===== src/rtl/mem_control_pkg.sv =====
// -----------------------------------------------------------------------------
// mem_control_pkg
// Shared definitions for the SRAM memory controller slice:
//   - bus widths (RegBus, MemAddrBus, SRAM address)
//   - default NOP instruction returned while the fetch path is blocked
//   - controller state encodings
// -----------------------------------------------------------------------------
package mem_control_pkg;

  localparam int REG_BUS_W      = 16;
  localparam int MEM_ADDR_BUS_W = 16;
  localparam int SRAM_ADDR_W    = 18;

  localparam logic [REG_BUS_W-1:0] NOP_INST_DEFAULT = 16'h0800;

  typedef enum logic [2:0] {
    IDLE     = 3'd0,
    R_ACCESS = 3'd1,
    W_SETUP  = 3'd2,
    W_PULSE  = 3'd3,
    W_HOLD   = 3'd4,
    DONE     = 3'd5
  } memStateT;

  // States whose length is stretched by the wait counter.
  function automatic logic isWaitState(input memStateT s);
    return (s == R_ACCESS) || (s == W_PULSE);
  endfunction

endpackage


===== src/rtl/mem_control_wait_cnt.sv =====
// -----------------------------------------------------------------------------
// mem_control_wait_cnt
// 3-bit wait counter with a done flag. Counts up while enabled, returns to 0
// when cleared, and flags done when the count equals the loaded limit.
// Ports:
//   clk, rst  clock, asynchronous active-low reset
//   clear     force the count back to 0 on the next edge (wins over enable)
//   enable    advance the count
//   limit     terminal count (number of extra wait cycles)
//   done      count == limit
// -----------------------------------------------------------------------------
module mem_control_wait_cnt (
  input  logic       clk,
  input  logic       rst,
  input  logic       clear,
  input  logic       enable,
  input  logic [2:0] limit,
  output logic       done
);

  logic [2:0] count;

  // NOTE: sequential state uses non-blocking assignments so every flop samples
  // pre-edge values regardless of block evaluation order.
  always_ff @(posedge clk or negedge rst) begin
    if (!rst) begin
      count <= 3'd0;
    end else if (clear) begin
      count <= 3'd0;
    end else if (enable) begin
      count <= count + 3'd1;
    end
  end

  assign done = (count == limit);

endmodule


===== src/rtl/mem_control.sv =====
// -----------------------------------------------------------------------------
// mem_control
// Asynchronous-SRAM controller sharing one 16-bit SRAM between the CPU fetch
// path and its load/store path. Data accesses stall the pipeline; the fetch
// path is served combinationally whenever no data access owns the SRAM.
// Parameters:
//   WAIT_CYCLES  extra SRAM access cycles beyond the first (0-7)
//   NOP_INST     instruction returned while fetch is blocked
// Ports:
//   clk, rst                      clock, asynchronous active-low reset
//   inst_addr_i, inst_en_i        fetch request;  inst_data_o fetched word
//   mem_addr_i, mem_wdata_i       data address / store data
//   mem_we_i, mem_re_i            store / load request (store wins if both)
//   mem_rdata_o                   registered load result
//   stall_o                       pipeline pause request
//   sram_addr_o, sram_dq_o,
//   sram_dq_oe_o, sram_dq_i       SRAM address and split data bus
//   sram_ce_n_o, sram_oe_n_o,
//   sram_we_n_o                   SRAM strobes, active-low
// Optional build macro:
//   MEM_CONTROL_PERF_EN  adds perf_stall_cnt_o, a 32-bit count of stall cycles
// -----------------------------------------------------------------------------
module mem_control
  import mem_control_pkg::*;
#(
  parameter int                    WAIT_CYCLES = 1,
  parameter logic [REG_BUS_W-1:0]  NOP_INST    = NOP_INST_DEFAULT
) (
  input  logic                      clk,
  input  logic                      rst,
  input  logic [MEM_ADDR_BUS_W-1:0] inst_addr_i,
  input  logic                      inst_en_i,
  output logic [REG_BUS_W-1:0]      inst_data_o,
  input  logic [MEM_ADDR_BUS_W-1:0] mem_addr_i,
  input  logic [REG_BUS_W-1:0]      mem_wdata_i,
  input  logic                      mem_we_i,
  input  logic                      mem_re_i,
  output logic [REG_BUS_W-1:0]      mem_rdata_o,
  output logic                      stall_o,
  output logic [SRAM_ADDR_W-1:0]    sram_addr_o,
  output logic [REG_BUS_W-1:0]      sram_dq_o,
  output logic                      sram_dq_oe_o,
  input  logic [REG_BUS_W-1:0]      sram_dq_i,
  output logic                      sram_ce_n_o,
  output logic                      sram_oe_n_o,
  output logic                      sram_we_n_o
`ifdef MEM_CONTROL_PERF_EN
  ,
  output logic [31:0]               perf_stall_cnt_o
`endif
);

  localparam int PAD_W = SRAM_ADDR_W - MEM_ADDR_BUS_W;

  memStateT                  state;
  logic [MEM_ADDR_BUS_W-1:0] addrReg;
  logic [REG_BUS_W-1:0]      wdataReg;
  logic [REG_BUS_W-1:0]      rdataReg;
  logic                      waitRun;
  logic                      waitDone;
  logic                      stall;
  logic                      fetch;

  // The counter runs only inside the stretched states and is cleared on the
  // edge that leaves them, so it always reads 0 on entry to any state.
  assign waitRun = isWaitState(state);

  mem_control_wait_cnt u_wait_cnt (
    .clk    (clk),
    .rst    (rst),
    .clear  (!waitRun || waitDone),
    .enable (waitRun),
    .limit  (3'(WAIT_CYCLES)),
    .done   (waitDone)
  );

  // Address and store data are captured when leaving IDLE so the SRAM sees a
  // stable bus for the whole access even if the CPU inputs wiggle.
  always_ff @(posedge clk or negedge rst) begin
    if (!rst) begin
      state    <= IDLE;
      addrReg  <= '0;
      wdataReg <= '0;
      rdataReg <= '0;
    end else begin
      unique case (state)
        IDLE: begin
          if (mem_we_i) begin
            state    <= W_SETUP;
            addrReg  <= mem_addr_i;
            wdataReg <= mem_wdata_i;
          end else if (mem_re_i) begin
            state   <= R_ACCESS;
            addrReg <= mem_addr_i;
          end
        end
        R_ACCESS: begin
          if (waitDone) begin
            state    <= DONE;
            rdataReg <= sram_dq_i;
          end
        end
        W_SETUP: state <= W_PULSE;
        W_PULSE: if (waitDone) state <= W_HOLD;
        W_HOLD:  state <= DONE;
        DONE:    state <= IDLE;
        default: state <= IDLE;
      endcase
    end
  end

  // Strobes are decoded from the state register; everything is gated by rst
  // so the SRAM is released the instant reset asserts, without a clock edge.
  always_comb begin
    // NOTE: every output gets a default first so no path through the case
    // leaves a signal unassigned and infers a latch.
    sram_addr_o  = {{PAD_W{1'b0}}, addrReg};
    sram_ce_n_o  = 1'b1;
    sram_oe_n_o  = 1'b1;
    sram_we_n_o  = 1'b1;
    sram_dq_oe_o = 1'b0;
    inst_data_o  = NOP_INST;
    stall        = 1'b0;
    fetch        = 1'b0;
    if (rst) begin
      unique case (state)
        IDLE: begin
          // A pending data request owns the SRAM from the next edge on.
          if (mem_we_i || mem_re_i) stall = 1'b1;
          else                      fetch = 1'b1;
        end
        DONE: fetch = 1'b1;
        R_ACCESS: begin
          stall       = 1'b1;
          sram_ce_n_o = 1'b0;
          sram_oe_n_o = 1'b0;
        end
        W_SETUP, W_HOLD: begin
          stall        = 1'b1;
          sram_ce_n_o  = 1'b0;
          sram_dq_oe_o = 1'b1;
        end
        W_PULSE: begin
          stall        = 1'b1;
          sram_ce_n_o  = 1'b0;
          sram_dq_oe_o = 1'b1;
          sram_we_n_o  = 1'b0;
        end
        default: ;
      endcase
      if (fetch) begin
        sram_addr_o = {{PAD_W{1'b0}}, inst_addr_i};
        sram_ce_n_o = !inst_en_i;
        sram_oe_n_o = !inst_en_i;
        if (inst_en_i) inst_data_o = sram_dq_i;
      end
    end
  end

  assign sram_dq_o   = wdataReg;
  assign mem_rdata_o = rdataReg;
  assign stall_o     = stall;

`ifdef MEM_CONTROL_PERF_EN
  always_ff @(posedge clk or negedge rst) begin
    if (!rst) perf_stall_cnt_o <= '0;
    else      perf_stall_cnt_o <= perf_stall_cnt_o + 32'(stall);
  end
`endif

endmodule


===== config.mk =====
export PLATFORM = sky130hd
export DESIGN_NAME = mem_control
export DESIGN_NICKNAME = d
export VERILOG_FILES = /design/src/rtl/mem_control_pkg.sv /design/src/rtl/mem_control_wait_cnt.sv /design/src/rtl/mem_control.sv
export SDC_FILE = /design/constraint.sdc
export NUM_CORES = 1
export LEC_CHECK = 0
export BUFFER_PORTS_ARGS = -buffer_cell sky130_fd_sc_hd__clkbuf_2
export CELL_PAD_IN_SITES_DETAIL_PLACEMENT = 1
export CELL_PAD_IN_SITES_GLOBAL_PLACEMENT = 1
export CORE_MARGIN = 2
export CORE_UTILIZATION = 34
export DETAILED_ROUTE_END_ITERATION = 7
export PLACE_DENSITY_LB_ADDON = 0.1
export SYNTH_ARGS = -nofsm -noshare
export SYNTH_HDL_FRONTEND = slang
export SYNTH_HIERARCHICAL = 1
export SYNTH_SLANG_ARGS = --single-unit

===== constraint.sdc =====
create_clock -name clk -period 2.4 [get_ports clk]
set_clock_uncertainty 0.2 [all_clocks]
set_input_delay 0.12 -clock clk [delete_from_list [all_inputs] [get_ports clk]]
set_output_delay 0.12 -clock clk [all_outputs]
set_load 0.1 [all_outputs]

==> Word level (Yosys, flattened, before mapping) <==
Cells that the tools add are included.
{ "word_totals": {"output_inout_bits": 71, "wordCells": 59, "reg_bits": 54, "inputBits": 69} }
{ "classes": {"n_reduce_logical": 14, "muxes": 30, "n_addsub": 1, "n_eq_ne": 9} }
{ "op_table": {"columns": ["cell", "count"], "rows": [
  ["16-bit 2-to-1 mux", 7],
  ["3-bit 2-to-1 mux", 6],
  ["3-bit one-hot mux with 5 select lines", 1],
  ["1-bit 2-to-1 mux", 14],
  ["3-bit by 1-bit equality test with 1-bit output, second input constant", 2],
  ["3-bit by 2-bit equality test with 1-bit output, second input constant", 2],
  ["3-bit equality test, second input constant", 2],
  ["2-bit AND reduction", 3],
  ["2-bit inequality test, second input constant", 2],
  ["1-bit one-hot mux with 2 select lines", 2],
  ["2-bit nonzero test", 2],
  ["4-bit OR reduction", 1],
  ["3-bit by 1-bit adder with 3-bit output, second input constant", 1],
  ["3-bit logical NOT", 1],
  ["1-bit logical OR", 3],
  ["3-bit inequality test, second input constant", 1],
  ["3-bit AND reduction", 1],
  ["3-bit OR reduction", 1],
  ["1-bit logical NOT", 2]
]} }

==> Depth between registers and ports, before layout <==
Gate-level depths: netlist of run 1.
{ "depth": {"depth_word": 6, "depth_mapped": 6, "depth_no_buf": 5} }

==> Hierarchy <==
Netlist of run 1, hierarchy kept.
{ "by_module_without_submodules": {"columns": ["module", "n_inst", "area_per_inst_um2", "cells_each", "seq_area_each_um2"], "rows": [
  ["mem_control", 1, 2444.8, 183, 1276.2],
  ["mem_control_wait_cnt", 1, 176.4, 15, 75.1]
]} }

==> Worst setup path after synthesis of run 1 <==
Ideal clock, no wire load.
{ "synth_path": {"kind": "register to output", "start": "reg state[2]", "end": "out sram_dq_oe_o", "path_slack_ns": -0.783, "arrival_time_ns": 2.863, "path_stages_with_launch": 4, "t_required_ns": 2.080, "path_buffers": 1, "cell_sequence": "dfrtp_1 buf_2 nand2b_1 a21boi_0"} }
{ "synth_via": {"elab_chain_cells": 4, "elab_cells_between_ends": 6, "cone_classes": "3 x eq/ne; 2 x mux; 1 x reduce/logical"} }
{ "synth_rtl": {"columns": ["item", "line", "text"], "rows": [
  ["start, declared", "mem_control.sv:55", "memStateT state;"],
  ["start signal, assigned", "mem_control.sv:81", "state <= IDLE;"],
  ["start signal, assigned", "mem_control.sv:89", "state <= W_SETUP;"],
  ["start signal, assigned", "mem_control.sv:93", "state <= R_ACCESS;"],
  ["3-bit by 2-bit equality test with 1-bit output or 3-bit equality test (tied branches)", "mem_control.sv:126", "unique case (state)"],
  ["3-bit OR reduction (no source line) (*)", null, null],
  ["1-bit 2-to-1 mux (*)", "mem_control.sv:126", null],
  ["1-bit 2-to-1 mux (*)", "mem_control.sv:125", "if (rst) begin"],
  ["end, declared", "mem_control.sv:42", "output logic sram_dq_oe_o,"]
]} }
Every way passes the cells marked *; elsewhere a longest branch is shown, timed or not.

==> Final worst setup path of run 1 <==
{ "layout_path": {"start": "reg state[2]", "end": "out sram_addr_o[9]"} }
{ "layout_via": {"elab_chain_cells": 5, "elab_cells_between_ends": 6, "cone_classes": "1 x eq/ne; 4 x mux; 1 x reduce/logical"} }
{ "layout_rtl": {"columns": ["item", "line", "text"], "rows": [
  ["3-bit equality test or 3-bit logical NOT (tied branches)", "mem_control.sv:126", null],
  ["1-bit one-hot mux with 2 select lines (*)", "mem_control.sv:126", null],
  ["1-bit 2-to-1 mux (*)", "mem_control.sv:125", null],
  ["16-bit 2-to-1 mux (*)", "mem_control.sv:151", "if (fetch) begin"],
  ["16-bit 2-to-1 mux (*)", "mem_control.sv:125", null],
  ["end, declared", "mem_control.sv:40", "output logic [SRAM_ADDR_W-1:0] sram_addr_o,"]
]} }
Every way passes the cells marked *; elsewhere a longest branch is shown, timed or not. The select of a mux whose other input is x is not followed.

==> out/metrics.csv, run 1 <==
metric,value,unit
outcome,"finished, violations left",
violations,setup timing,
r2r_start,u_wait_cnt/count[2],
cp_max_fo,16,
cts-root-buf,clkbuf_8,
grt_pass1_vias,2665,
diodes,0,
avgSynthCellArea,13.2,um^2
async_reset_ff_frac,1.00,
cp_top_family,simple AND/OR/NAND/NOR gates,
nets,463,
drive_gt1_frac,0.619,
synth_top_cell_area_share,0.516,
cap_violations,0,
max_slew_margin,0.628,
num_rows,32,
port_buffers,137,
endpoint_kind,output port,
r2r_end,mem_rdata_o[9],
core-area,7610,um^2
netlist_area,2620,um^2
firstDrtPassIters,4,
worstSetupStartpoint,state[2],
final_hold_viol_count,0,
synth_ff_type,dfrtp_1,
crit_cells,5,
synthCells,198,
cts_htree_levels,2,
required,2.08,ns
synth_edf_count,0,
synth.distinct_cells,35,
post-dp-hpwl,5490,um
worstSetupPathType,register to output port,
worst_slew_pin_slew,0.561,ns
clk_latency,0.31,ns
wl_met1,3110,um
max_freq,403,MHz
yosysTopAreaCell,dfrtp_1,
wire_per_inst,16.3,um
grt_max_degree,41,
setup_viol,29,
period_needed,2.48,ns
area_growth,78.7,%
grt-ovfl-total,0,
hp-class,primary input to asynchronous set/reset pin,
crit_path_top_delay_cell,or4_4,
start_util,0.345,
worstPathCellList,or4_4 > a21oi_4 > buf_12 > mux2_2 > buf_12,
ios,140,
worstSetupEndpoint,sram_addr_o[9],
antenna_found_initial,0,
routed_wl,8080,um
fin_ws,-0.0786,ns
finalCritPeriodShare,1.03,
ant_nets,0,
dieArea,8430,um^2
drt_iter0_drc,38,
drc_errors,0,
whs,0.156,ns
met2WireLength,4480,um
yosysSeqAreaShare,0.516,
die_x,91.8,um
nFillCells,793,
die_h,91.8,um
critPathMaxStageDelay,0.55,ns
slew_violations,0,
rsz0062_at_grt,true,
crit_arrival,2.16,ns
synth_area_leaders,"dfrtp_1 52%, mux2_2 27%, and3_1 3.6%",
yosysWarningCount,6,
grt_pass1_wl,13200,um
start_kind,register,
viasPerCell,4.69,
r2r_cells,5,
wl_met3,411,um
top_layer,met4,
tritoncts.num_buffers,5,
multi_input_area,1260,um^2
reg2reg_slack,0.38,ns
cts_tree,done,
ys_ff_latch,54,
clockBufferDepth,2,
cp_common_cell,buf_12,
grt_usage,0.195,
crit_buf_inv,2,
path_clk_slew,0.10,ns
regArea,1350,um^2
clock-sinks,54,
via_count,2324,
globalplace.congestion,0.755,
cells in the final DEF (no fill, tap or decap), drive strengths merged, types with 2 or more instances in the layout:
cell type,n
dfrtp,54
o21ai,4
a21oi,6
nor3,2
conb,5
dlygate4sd3,52
nand3b,3
nand2b,5
nand3,2
nor2,4
nand2,5
clkbuf,107
mux2,64
buf,46
nor2b,2
inv,3
xor2,3
and3,15
metal layers:
layer	vias up	track usage
met5	-	0
met4	0	0.0373
met3	8	0.0411
met2	76	0.380
met1	1167	0.218
li1	1073	-
worst register-to-register path, stage by stage, from the launching register on:
cell     delay (ns)
dfrtp_1        0.42
xor2_1         0.16
nor3_2         0.32
and3b_1        0.21
buf_4          0.24
mux2_2         0.37
synth_stat cells (2+ instances only):
| cell type | instances |
|---|---|
| and3_1 | 15 |
| mux2_2 | 64 |
| nand3_1 | 2 |
| buf_6 | 3 |
| nand3b_1 | 3 |
| dfrtp_1 | 54 |
| nor2_1 | 4 |
| xor2_1 | 3 |
| buf_4 | 6 |
| nand2b_1 | 5 |
| o21ai_0 | 3 |
| conb_1 | 2 |
| a21oi_1 | 4 |
| clkbuf_1 | 2 |
| buf_2 | 4 |
| nand2_1 | 5 |
state kept, by name, indices dropped and copies added, names as in the netlist:
signal and cells:
state 3, sram_dq_o 16, u_wait_cnt/count 3, mem_rdata_o 16, addrReg 16
area by class of cell:
cell class	instances	area share
clock buffers	5	0.0147
clock inverters	3	0.00614
inverters	1	0.000801
multi-input cells	131	0.270
flip-flops and latches	54	0.289
well taps	102	0.0273
repair buffers	200	0.393
stage by stage:
step	utilization	std cells	area, um^2	TNS, ns	worst slack (ns)
after floorplan	-	201	2640	-0.0459	-0.0459
final	0.616	496	4680	-1.13	-0.0786
after CTS	0.602	495	4580	-1.57	-0.0931
after global placement	0.521	435	3960	0	0.307
after detailed placement	0.521	435	3960	0	0.265
after global routing	0.616	496	4680	-2.93	-0.134
cells by family after synthesis:
family,synth area share
fa+ha+maj,0.00477
mux,0.279
xor+xnor,0.0134
compound gates,0.0420
other cells,0.00287
simple gates,0.101
buf+inv,0.0420
flops,0.516
how the worst min path moves through the flow:
| stage | start | depth (start not counted) | to |
|---|---|---|---|
| detailed placement | rst | 2 | addrReg[9] |
| global placement | rst | 2 | addrReg[9] |
| finish | rst | 3 | addrReg[7] |
| CTS | rst | 3 | addrReg[13] |
| floorplan | rst | 0 | addrReg[0] |
| global route | rst | 3 | addrReg[13] |
timing repair:
action	in CTS	in global routing
endpoints found under the setup margin	31	32
resized for setup	0	20
pin swaps	0	0
hold buffers	52	0
hold endpoints to repair	104	0
buffers inserted	0	1
Power of run 1 is left out: the tool's default activity adds up to more than one toggle a clock period on the data nets, which glitch-free logic cannot reach.
==> run 2: changes to the inputs <==
Clock period 2.4 ns to 2.8 ns, I/O delays scaled along.
==> run 2 against run 1 <==
The run now ends clean. Sequential cell count did not move. Worst setup slack improved by 0.22 ns. Utilization fell by 2.4 points. Sequential share of layout area rose by 1.2 points. Non-clock buffer count fell by 7. Hold slack improved by 0.063 ns. Via count fell by 2.8%. Die area did not move.
==> out/metrics.csv, run 2 (same netlist as run 1, synthesis figures left out) <==
metric,value,unit
outcome,finished clean,
core-area,7610,um^2
multi_input_area,1170,um^2
required,2.46,ns
drive_gt1_frac,0.574,
port_buffers,137,
cp_max_fo,32,
grt_max_degree,36,
diodes,0,
grt_pass1_vias,2507,
endpoint_kind,output port,
cts_tree,done,
worstSetupStartpoint,state[0],
r2r_start,state[0],
antenna_found_initial,0,
final_hold_viol_count,0,
rsz0062_at_grt,false,
tritoncts.num_buffers,5,
ant_nets,0,
regArea,1350,um^2
dpl_cell_area,3870,um^2
crit_path_top_delay_cell,or4_4,
drt_iter0_drc,47,
cts_htree_levels,2,
clk_latency,0.31,ns
cp_top_family,simple AND/OR/NAND/NOR gates,
period_needed,2.66,ns
clock-sinks,54,
worstPathCellList,or4_4 > a21oi_4 > buf_12 > mux2_2 > buf_12,
cts-root-buf,clkbuf_8,
final_cell_mix,"105 x clkbuf_2, 64 x mux2_2, 53 x dfrtp_1",
start_util,0.345,
grt_usage,0.194,
die_x,91.8,um
grt-ovfl-total,0,
path_clk_slew,0.10,ns
start_kind,register,
fin_setup_tns,0,ns
max_slew_margin,0.388,
max_freq,376,MHz
crit_arrival,2.32,ns
dieArea,8430,um^2
crit_buf_inv,2,
critPathMaxStageDelay,0.57,ns
clockBufferDepth,2,
hp-class,primary input to asynchronous set/reset pin,
cap_violations,0,
area_growth,71.8,%
drc_errors,0,
nFillCells,815,
fin_area,4500,um^2
routed_wl,7900,um
firstDrtPassIters,4,
worst_slew_pin_slew,0.917,ns
finalCritPeriodShare,0.950,
num_rows,32,
setup_viol,0,
nets,456,
post-dp-hpwl,5350,um
via_count,2260,
viasPerCell,4.62,
globalplace.congestion,0.720,
cp_common_cell,buf_12,
reg2reg_slack,0.79,ns
ios,140,
final_common_cell,clkbuf_2,
grt_pass1_wl,13000,um
worstSetupPathType,register to output port,
wire_per_inst,16.2,um
slew_violations,0,
die_h,91.8,um
==> run 2: cell types whose count changed in the layout (fill, tap and decap cells not counted), sizes merged <==
cell	delta
bufinv	+1
dlygate4sd3	-1
clkbuf	+4
buf	-9
inv	-1
clkinv	-1
==> run 2: worst paths after layout <==
| path | end | cells past startpoint |
|---|---|---|
| worst max register to register | mem_rdata_o[2] | 4 |
| min in group clk | addrReg[1] | 1 |
| worst min-delay path | state[1] | 3 |
| max in group asynchronous | addrReg[7] | 4 |
| worst min register to register | addrReg[1] | 1 |
| worst max-delay path | sram_addr_o[9] | 5 |
==> run 2: final cells by class <==
class,count,share of cell area
Clock inverter,2,0.00861
Sequential cell,54,0.300
Tap cell,102,0.0283
Clock buffer,6,0.0183
Multi-Input combinational cell,131,0.260
Timing Repair Buffer,193,0.383
Inverter,1,0.000834
==> run 2: per-stage QoR <==
step / hold slack (ns) / utilization / worst slack, ns / std cells
floorplan: -0.356 / - / 0.0985 / 201
global placement: -0.0192 / 0.509 / 0.460 / 430
detailed placement: -0.0269 / 0.509 / 0.432 / 430
CTS: 0.220 / 0.592 / 0.0677 / 489
global route: 0.243 / 0.592 / 0.0575 / 489
finish: 0.219 / 0.592 / 0.139 / 489
==> run 2: what timing repair did <==
action	CTS	global route
hold buffers	51	0
gates resized for setup	0	1
buffers inserted	0	0
endpoints found under the hold margin	69	0
setup endpoints to repair	0	14
==> run 2: layer usage <==
metal	share of wire	global-route usage
met5	0	0
met4	0.0070	0.0336
met3	0.052	0.0386
met2	0.54	0.365
met1	0.40	0.230
==> run 2: worst min-delay path, stage by stage <==
cell	delay, ns
dlygate4sd3_1	0.56
clkbuf_2	0.13
buf_4	0.30
Power of run 2 is left out for the same reason.
==> run 3: changes to the inputs <==
Settings changed: ABC_AREA set to 1, CORE_UTILIZATION 34 to 30, TNS_END_PERCENT set to 10.
==> run 3 against run 2 <==
Final cell count is 38% higher. Highest routed layer unchanged. Die area is 23% higher. Non-clock buffer count decreased by 1. Synthesized area is 9.7% higher. Clock-buffer cell count down 1. Register-to-register slack better by 0.09 ns.
==> out/metrics.csv, run 3 <==
metric,value,unit
outcome,finished clean,
fin_setup_tns,0,ns
period_needed,2.61,ns
core-area,9280,um^2
worstPathCellList,nor2_4 > nand3_2 > nand2_4 > buf_4 > nand3_1 > nand2_1 > clkbuf_2,
wire_per_inst,13.1,um
grt_max_degree,33,
dieArea,10400,um^2
viasPerCell,4.42,
final_cell_mix,"133 x clkbuf_2, 130 x nand2_1, 54 x nand3_1, 54 x dfrtp_1, 50 x dlygate4sd3_1",
yosysWarningCount,6,
worstSetupPathType,register to output port,
area_growth,46.6,%
start_util,0.310,
instances_no_fill,676,
nets,616,
rsz0062_at_grt,false,
final_common_cell,clkbuf_2,
drive_gt1_frac,0.346,
required,2.46,ns
via_count,2986,
clock-sinks,54,
ys_ff_latch,54,
drt_iter0_drc,104,
nFillCells,1190,
yosysTopAreaCell,dfrtp_1,
synth_commonest_cells,"130 x nand2_1, 54 x dfrtp_1, 54 x nand3_1",
netlist_area,2880,um^2
drc_errors,0,
synth_edf_count,0,
critPathMaxStageDelay,0.49,ns
synthCells,365,
routed_wl,8850,um
endpoint_kind,output port,
synth_ff_type,dfrtp_1,
globalplace.congestion,0.799,
die_h,102,um
path_clk_slew,0.09,ns
synth_top_cell_area_share,0.470,
r2r_start,state[2],
async_reset_ff_frac,1.00,
yosysSeqAreaShare,0.470,
max_freq,384,MHz
die_x,102,um
avgSynthCellArea,7.88,um^2
yosysMostFrequentCell,nand2_1,
grt_usage,0.174,
grt_pass1_wl,14500,um
crit_arrival,2.27,ns
setup_viol,0,
synth_area_leaders,"dfrtp_1 47%, nand2_1 17%, nand3_1 9.4%",
port_buffers,137,
cap_violations,0,
hp-class,primary input to asynchronous set/reset pin,
max_slew_margin,0.417,
antenna_found_initial,0,
worst_slew_pin_slew,0.875,ns
grt-ovfl-total,0,
dpl.cell_count,618,
post_cts_buffers,0,
cp_max_fo,19,
cts-root-buf,clkbuf_8,
clockBufferDepth,2,
cts_htree_levels,2,
worstSetupStartpoint,state[2],
finalCritPeriodShare,0.930,
synth_top_family_by_area,simple AND/OR/NAND/NOR gates,
grt_pass1_vias,3154,
synth.distinct_cells,27,
synth-simple-area-share,0.358,
num_rows,35,
diodes,0,
post-dp-hpwl,6290,um
cts_tree,done,
synthAdderAreaFrac,0.00435,
ios,140,
whs,0.0400,ns
synthMuxAreaShare,0,
crit_path_top_delay_cell,dfrtp_1,
slew_violations,0,
firstDrtPassIters,4,
start_kind,register,
synth_compound_area_frac,0.0609,
tritoncts.num_buffers,5,
synth-xor-area-share,0.00609,
final_hold_viol_count,0,
clk_latency,0.31,ns
ant_nets,0,
-- run 3: changes by cell type after synthesis, moves of 5 or more --
cell      change
nand2_1     +125
mux2_2       -64
nand3_1      +52
inv_1        +26
nor2_1       +18
nand2_2      +16
o21ai_2      +15
and3_1       -14
clkbuf_1      +6
nand2b_1      -5
-- run 3: area by class of cell --
type | instances | area, um^2 | area share
timing repair buffer | 192 | 1230 | 0.291
clock buffer | 5 | 68.8 | 0.0163
inverter | 28 | 105 | 0.0249
sequential | 54 | 1350 | 0.321
multi-input combinational | 265 | 1260 | 0.299
tap | 129 | 161 | 0.0383
clock inverter | 3 | 40.0 | 0.00950
-- run 3: worst max-delay path, delay by kind of cell (launching register included) --
kind                   cells  cell delay [ns]
DFF                        1             0.49
and+or+nand+nor            5             0.76
buffers and inverters      2             0.71
-- run 3: logic make-up (layout without fill, tap and decap cells) --
logic type	Yosys count	count (layout)
flip-flops	54	54
other	2	6
XOR/XNOR	2	2
AND/OR/NAND/NOR	233	233
buffers and inverters	50	228
adder cells (fa/ha/maj)	1	1
AO/OA/AOI/OAI	23	23
-- run 3: what timing repair did --
action,4_1_cts,5_1_grt
setup endpoints to repair,0,15
hold buffers,50,0
hold endpoints to repair,82,0
resized for setup,0,3
-- run 3: per-layer routing --
| layer | share of wire | global-route usage |
|---|---|---|
| met5 | 0 | 0 |
| met4 | 0.0090 | 0.0431 |
| met1 | 0.45 | 0.217 |
| met2 | 0.47 | 0.306 |
| met3 | 0.066 | 0.0410 |
-- run 3: per-stage QoR --
stage / cell area, um^2 / utilization / setup WS, ns
final: 4220 / 0.454 / 0.195
after global routing: 4220 / 0.454 / 0.00417
after CTS: 4210 / 0.454 / 0.0299
after detailed placement: 3600 / 0.388 / 0.382
after global placement: 3600 / 0.388 / 0.481
after floorplan: 2890 / - / 0.102
-- run 3: path summary, 6_finish.rpt --
check	to	slack [ns]	depth (start not counted)
max	sram_addr_o[1]	0.19	7
min	mem_rdata_o[7]	0.04	2
max reg2reg	addrReg[15]	0.88	5
min reg2reg	mem_rdata_o[10]	0.28	2
max in group asynchronous	addrReg[11]	1.38	4
min in group clk	state[2]	0.11	5
Power of run 3 is left out for the same reason.
